--- config.mk ---
export PLATFORM = sky130hd
export DESIGN_NAME = joy_splitter_ctrl_flat
export DESIGN_NICKNAME = d
export VERILOG_FILES = /design/src/rtl/joy_splitter_ctrl_if.sv /design/src/rtl/joy_splitter_ctrl.sv /design/src/flat_wrapper.sv
export SDC_FILE = /design/constraint.sdc
export NUM_CORES = 1
export LEC_CHECK = 0
export ABC_AREA = 1
export ABC_CLOCK_PERIOD_IN_PS = 1400
export CORE_MARGIN = 2
export CORE_UTILIZATION = 55
export DETAILED_ROUTE_END_ITERATION = 10
export PLACE_DENSITY = 0.83
export SETUP_SLACK_MARGIN = 0.15
export SLEW_MARGIN = 20
export SYNTH_ARGS = -nofsm -noshare
export SYNTH_HDL_FRONTEND = slang
export SYNTH_SLANG_ARGS = --single-unit
export TNS_END_PERCENT = 30
--- constraint.sdc ---
create_clock -name clk -period 1.4 [get_ports clk]
set_clock_uncertainty 0.05 [all_clocks]
set_input_delay 0.21 -clock clk [delete_from_list [all_inputs] [get_ports clk]]
set_output_delay 0.21 -clock clk [all_outputs]
set_load 0.01 [all_outputs]
--- src/rtl/joy_splitter_ctrl_if.sv ---
// Signal bundle between the joystick splitter scheduler and its environment.
// The slave modport is the scheduler; the master modport is the side that drives the pins.
interface joy_splitter_ctrl_if;
    logic       splitter_en;
    logic [4:0] joy_in;
    logic       joyselect;
    logic [4:0] joystick1;
    logic [4:0] joystick2;
    logic       scan_done;

    modport master (
        output splitter_en, joy_in,
        input  joyselect, joystick1, joystick2, scan_done
    );

    modport slave (
        input  splitter_en, joy_in,
        output joyselect, joystick1, joystick2, scan_done
    );
endinterface

--- src/rtl/joy_splitter_ctrl.sv ---
// Two-port joystick splitter scheduler: alternates joyselect, settles, samples pins per port.
// Optional feature macro: JOY_SPLITTER_DEBOUNCE_EN (two-scan agreement filter per port bit).
module joy_splitter_ctrl #(
    parameter int unsigned PHASE_CYCLES  = 64,
    parameter int unsigned SETTLE_CYCLES = 24
) (
    input  logic               clk,
    input  logic               reset_n,
    joy_splitter_ctrl_if.slave bus
);

    typedef enum logic [1:0] {
        P1_SETTLE = 2'd0,
        P1_HOLD   = 2'd1,
        P2_SETTLE = 2'd2,
        P2_HOLD   = 2'd3
    } state_t;

    localparam logic [15:0] LAST_CNT   = 16'(PHASE_CYCLES - 1);
    localparam logic [15:0] SETTLE_CNT = 16'(SETTLE_CYCLES - 1);
    localparam logic [4:0]  JOY_IDLE   = 5'h1F;

    logic [1:0]  r_rst_sync;
    logic        w_rst_n;
    logic [4:0]  r_sync1;
    logic [4:0]  r_sync2;
    state_t      r_state;
    state_t      w_state_nxt;
    logic [15:0] r_cnt;
    logic        w_phase_end;
    logic        w_settle_end;
    logic        w_cnt_clr;
    logic        w_take1;
    logic        w_take2;
    logic        w_scan_pulse;
    logic        w_sel_nxt;
    logic        r_sel;
    logic        r_scan_done;
    logic [4:0]  r_joy1;
    logic [4:0]  r_joy2;

    // NOTE: reset asserts asynchronously but releases two edges later, synchronous to clk,
    // so no flop leaves reset on a different edge than its neighbours.
    always_ff @(posedge clk or negedge reset_n) begin
        if (!reset_n) r_rst_sync <= 2'b00;
        else          r_rst_sync <= {r_rst_sync[0], 1'b1};
    end
    assign w_rst_n = r_rst_sync[1];

    always_ff @(posedge clk or negedge w_rst_n) begin
        if (!w_rst_n) begin
            r_sync1 <= JOY_IDLE;
            r_sync2 <= JOY_IDLE;
        end else begin
            r_sync1 <= bus.joy_in;
            r_sync2 <= r_sync1;
        end
    end

    assign w_phase_end  = (r_cnt == LAST_CNT);
    assign w_settle_end = (r_cnt == SETTLE_CNT);
    assign w_cnt_clr    = (w_state_nxt != r_state) &&
                          (w_state_nxt == P1_SETTLE || w_state_nxt == P2_SETTLE);

    // NOTE: sequential state uses non-blocking assignments only, so every flop sees pre-edge values.
    always_ff @(posedge clk or negedge w_rst_n) begin
        if (!w_rst_n) begin
            r_state <= P1_SETTLE;
            r_cnt   <= '0;
        end else begin
            r_state <= w_state_nxt;
            r_cnt   <= w_cnt_clr ? '0 : r_cnt + 16'd1;
        end
    end

    // NOTE: each combinational output gets a default first, so no path can infer a latch.
    always_comb begin
        w_state_nxt = r_state;
        case (r_state)
            P1_SETTLE: if (w_settle_end) w_state_nxt = P1_HOLD;
            P1_HOLD:   if (w_phase_end)  w_state_nxt = bus.splitter_en ? P2_SETTLE : P1_SETTLE;
            P2_SETTLE: if (w_settle_end) w_state_nxt = P2_HOLD;
            P2_HOLD:   if (w_phase_end)  w_state_nxt = P1_SETTLE;
            default:                     w_state_nxt = P1_SETTLE;
        endcase
    end

    always_comb begin
        w_take1      = 1'b0;
        w_take2      = 1'b0;
        w_scan_pulse = 1'b0;
        w_sel_nxt    = r_sel;
        case (r_state)
            P1_SETTLE: w_take1 = w_settle_end;
            P1_HOLD: begin
                if (w_phase_end) begin
                    if (bus.splitter_en) w_sel_nxt    = 1'b0;
                    else                 w_scan_pulse = 1'b1;
                end
            end
            P2_SETTLE: w_take2 = w_settle_end;
            P2_HOLD: begin
                if (w_phase_end) begin
                    w_scan_pulse = 1'b1;
                    w_sel_nxt    = 1'b1;
                end
            end
            default: w_sel_nxt = 1'b1;
        endcase
    end

    always_ff @(posedge clk or negedge w_rst_n) begin
        if (!w_rst_n) begin
            r_sel       <= 1'b1;
            r_scan_done <= 1'b0;
        end else begin
            r_sel       <= w_sel_nxt;
            r_scan_done <= w_scan_pulse;
        end
    end

`ifdef JOY_SPLITTER_DEBOUNCE_EN
    logic [4:0] r_prev1;
    logic [4:0] r_prev2;

    // A bit moves only when this sample matches the previous sample of the same port.
    function automatic logic [4:0] debounce(input logic [4:0] cur, input logic [4:0] prev,
                                            input logic [4:0] out);
        logic [4:0] agree;
        agree = ~(cur ^ prev);
        return (cur & agree) | (out & ~agree);
    endfunction

    always_ff @(posedge clk or negedge w_rst_n) begin
        if (!w_rst_n) begin
            r_joy1  <= JOY_IDLE;
            r_joy2  <= JOY_IDLE;
            r_prev1 <= JOY_IDLE;
            r_prev2 <= JOY_IDLE;
        end else begin
            if (w_take1) begin
                r_joy1  <= debounce(r_sync2, r_prev1, r_joy1);
                r_prev1 <= r_sync2;
            end
            if (!bus.splitter_en) begin
                r_joy2  <= JOY_IDLE;
                r_prev2 <= JOY_IDLE;
            end else if (w_take2) begin
                r_joy2  <= debounce(r_sync2, r_prev2, r_joy2);
                r_prev2 <= r_sync2;
            end
        end
    end
`else
    always_ff @(posedge clk or negedge w_rst_n) begin
        if (!w_rst_n) begin
            r_joy1 <= JOY_IDLE;
            r_joy2 <= JOY_IDLE;
        end else begin
            if (w_take1) r_joy1 <= r_sync2;
            if (!bus.splitter_en) r_joy2 <= JOY_IDLE;
            else if (w_take2)     r_joy2 <= r_sync2;
        end
    end
`endif

    assign bus.joyselect = r_sel;
    assign bus.scan_done = r_scan_done;
    assign bus.joystick1 = r_joy1;
    assign bus.joystick2 = r_joy2;

endmodule

--- src/flat_wrapper.sv ---
// flat-port wrapper written by rule: the top's interface ports become plain ports
module joy_splitter_ctrl_flat 
#(
    parameter int unsigned PHASE_CYCLES  = 64,
    parameter int unsigned SETTLE_CYCLES = 24
)
  (clk, reset_n, bus_splitter_en, bus_joy_in, bus_joyselect, bus_joystick1, bus_joystick2, bus_scan_done);
  joy_splitter_ctrl_if bus_i ();
  input  logic clk;
  input  logic reset_n;
  input wire logic [$bits(bus_i.splitter_en)-1:0] bus_splitter_en;
  input wire logic [$bits(bus_i.joy_in)-1:0] bus_joy_in;
  output wire logic [$bits(bus_i.joyselect)-1:0] bus_joyselect;
  output wire logic [$bits(bus_i.joystick1)-1:0] bus_joystick1;
  output wire logic [$bits(bus_i.joystick2)-1:0] bus_joystick2;
  output wire logic [$bits(bus_i.scan_done)-1:0] bus_scan_done;
  assign bus_i.splitter_en = bus_splitter_en;
  assign bus_i.joy_in = bus_joy_in;
  assign bus_joyselect = bus_i.joyselect;
  assign bus_joystick1 = bus_i.joystick1;
  assign bus_joystick2 = bus_i.joystick2;
  assign bus_scan_done = bus_i.scan_done;
  joy_splitter_ctrl #(.PHASE_CYCLES(PHASE_CYCLES), .SETTLE_CYCLES(SETTLE_CYCLES)) u_core (.clk(clk), .reset_n(reset_n), .bus(bus_i));
endmodule
==> reports/qor.txt <==
DP Cell Count - 267
pwr/cell area - 834 nW/µm²
commonest non-fill, non-tap cell in the layout - nand2_1
Layout Utilization - 73.5%
R2R depth - 8
drc violations - 0
Final Net Count - 248
DIE HEIGHT - 62.5 µm
RSZ-0062 raised after global routing - yes
# rows - 21
most frequent cells in the layout - nand2_1, inv_1, dfstp_2
die width - 62.5 µm
# H-tree levels - 2
Ys Warns - 0
cell internal pwr - 1.53 mW
layout cells sized above 1 - 42.1%
Initial Util - 56.8%
Yosys top cell by area - dfstp_2
largest net degree at the start of global routing - 34
# fillers - 231
Final Hold Viols - 0
Comb power frac - 5.9%
aggregate global-route resource usage - 21.4%
GPL Wtd Cong - 0.899
Yosys reg bits - 42
P&R area growth vs syn - 29.3%
pre-CTS WS - -0.0500 ns
Seq pwr share - 63.1%
critical path peak fanout - 4
# IOs - 20
Cell Count, Final, Fillers Out - 286
clk root buf - clkbuf_4
core region area - 3310 µm²
global route overflow - 0
clock transition at the registers of the reported paths - 0.13 ns
hold crit path type - input port to flip-flop
Via Count - 1464
crit path capture type - flip-flop
sw frac - 24.6%
final hold slack - 0.181 ns
Arrival @ worst endpoint - 1.68 ns
post-synth top area share - 29.3%
Total Die Area - 3900 µm²
failing checks - setup timing
CP Class - flip-flop to flip-flop
Worst EP required - 1.62 ns
Slew Viols, Final - 0
Tcrit/Tclk final - 104%
minimum clock period - 1.46 ns
diode count - 0
Syn Area/Cell - 9.40 µm²
Cells after Synth - 200
register area share after synthesis - 57.3%
Max-Cap Viols - 0
Synth cell types - 26
# setup viols final - 19
Vias/cell - 5.12
switching power - 500 µW
cts bufs inserted - 5
worst vdd ir - 0.000776 V
Synth Cell Area - 1880 µm²
drt initial violations - 124
clock sink count - 42
initial antenna violation count - 0
LEAKAGE - 1.21 nW
f_max - 687 MHz
synth top area cells - dfstp_2, dfrtp_1, nand2_1
vias in the first global route - 1367
first-pass GRT wire length - 6.34 mm
post-route setup TNS - -0.429 ns
Routed Wire Length - 4.20 mm
antenna-violating nets left - 0
Clock Tree Buf Depth - 2
startpoint class of the critical path - flip-flop
first-pass iteration count of the detailed router - 6
worst-skew pair later-pin latency - 0.37 ns
Syn Nets - 209
hold path depth - 1
final setup margin - -0.0554 ns
buffers added on ports - 19
clock share of power - 31.0%
WL/cell - 14.7 µm
DP Wirelength - 2.43 mm
CTS tree - done
status - complete, but fails checks
==> routing by layer <==
layer	vias to the layer above	wire length, µm	share of wire, %	GRT usage (%)
met5	-	0	0	0
met4	0	138	3.3	7.78
met3	19	274	6.5	5.59
met2	73	2160	51	33.7
met1	684	1630	39	28.6
li1	688	-	-	-
==> cells in the mapped netlist <==
master	instances
nand2_2	5
nand4_1	3
o21ai_0	1
nor2_2	2
dfrtp_1	21
nand2_4	1
inv_2	1
nand3_1	14
nor2_4	4
inv_1	32
nand2_1	51
nor2_1	18
dfstp_2	21
nand3_2	1
conb_1	1
ha_1	1
a21o_1	1
nand3_4	3
xor2_1	3
o21ai_1	5
nor3_2	1
clkbuf_2	1
clkbuf_1	1
nor2_8	1
nor3_1	3
xnor2_1	4
==> power groups by stage <==
stage	clock network, mW	logic, mW	registers [mW]
global placement	0	0.104	1.30
detailed placement	0	0.105	1.30
CTS	0.646	0.115	1.28
global route	0.698	0.132	1.29
floorplan	0	0.0251	1.31
finish	0.630	0.119	1.28
==> registers in the layout, indices dropped and copies added (netlist names) <==
signal                cells
u_core.r_cnt             16
u_core.bus.joystick1      5
u_core.bus.joystick2      5
u_core.r_sync1            5
u_core.r_sync2            5
u_core.r_rst_sync         2
u_core.r_state            2
u_core.bus.joyselect      1
u_core.bus.scan_done      1
==> per-stage QoR <==
| step | cell area [µm²] | total power [mW] |
|---|---|---|
| 2_1_floorplan | 1890 | 1.34 |
| 3_3_place_gp | 2170 | 1.40 |
| 3_5_place_dp | 2170 | 1.40 |
| 4_1_cts | 2340 | 2.04 |
| 5_1_grt | 2430 | 2.12 |
| 6_report | 2430 | 2.03 |
==> cells by family (layout without fill, tap and decap cells) <==
family,Yosys count,in the layout,share of synthesized area (%)
AO/OA/AOI/OAI,7,7,2.00
XOR/XNOR,7,7,3.26
adder cells (fa/ha/maj),1,1,0.665
buffers and inverters,35,75,7.05
flip-flops,42,42,57.3
other,1,1,0.199
AND/OR/NAND/NOR,107,107,29.5
==> worst max-delay path: stages (launching register included) <==
cell	delay, ns
dfrtp_1	0.45
ha_4	0.19
nand2_4	0.07
buf_4	0.13
nor2_4	0.03
buf_6	0.12
buf_4	0.14
xnor2_2	0.12
inv_1	0.05
==> layout make-up <==
class                           instances  area (µm²)  area share (%)
Sequential cell                        42        1080            44.5
Multi-Input combinational cell        123         774            31.8
Timing Repair Buffer                   34         330            13.6
Inverter                               33         126            5.20
Tap cell                               46        57.6            2.37
Clock buffer                            5        37.5            1.54
Clock inverter                          3        23.8           0.977
==> final timing paths <==
kind,from,slack [ns],endpoint
max,u_core.r_cnt[0]$_DFF_PN0_,-0.06,u_core.r_cnt[4]$_DFF_PN0_
min,bus_joy_in[1],0.18,u_core.r_sync1[1]$_DFF_PN1_
max reg2reg,u_core.r_cnt[0]$_DFF_PN0_,-0.06,u_core.r_cnt[4]$_DFF_PN0_
min reg2reg,u_core.r_rst_sync[1]$_DFF_PN0_,0.28,u_core.r_sync2[4]$_DFF_PN1_
max in group asynchronous,reset_n,0.68,u_core.r_rst_sync[1]$_DFF_PN0_
min in group asynchronous,u_core.r_rst_sync[1]$_DFF_PN0_,0.28,u_core.r_sync2[4]$_DFF_PN1_
==> timing repair <==
item	in CTS	in global routing
gates resized for setup	71	19
endpoints found under the hold margin	2	0
cloned	0	0
pin swaps	16	13
setup endpoints to repair	39	41
setup buffers	6	4
hold buffers	1	0
(Power assumes the default switching activity.)
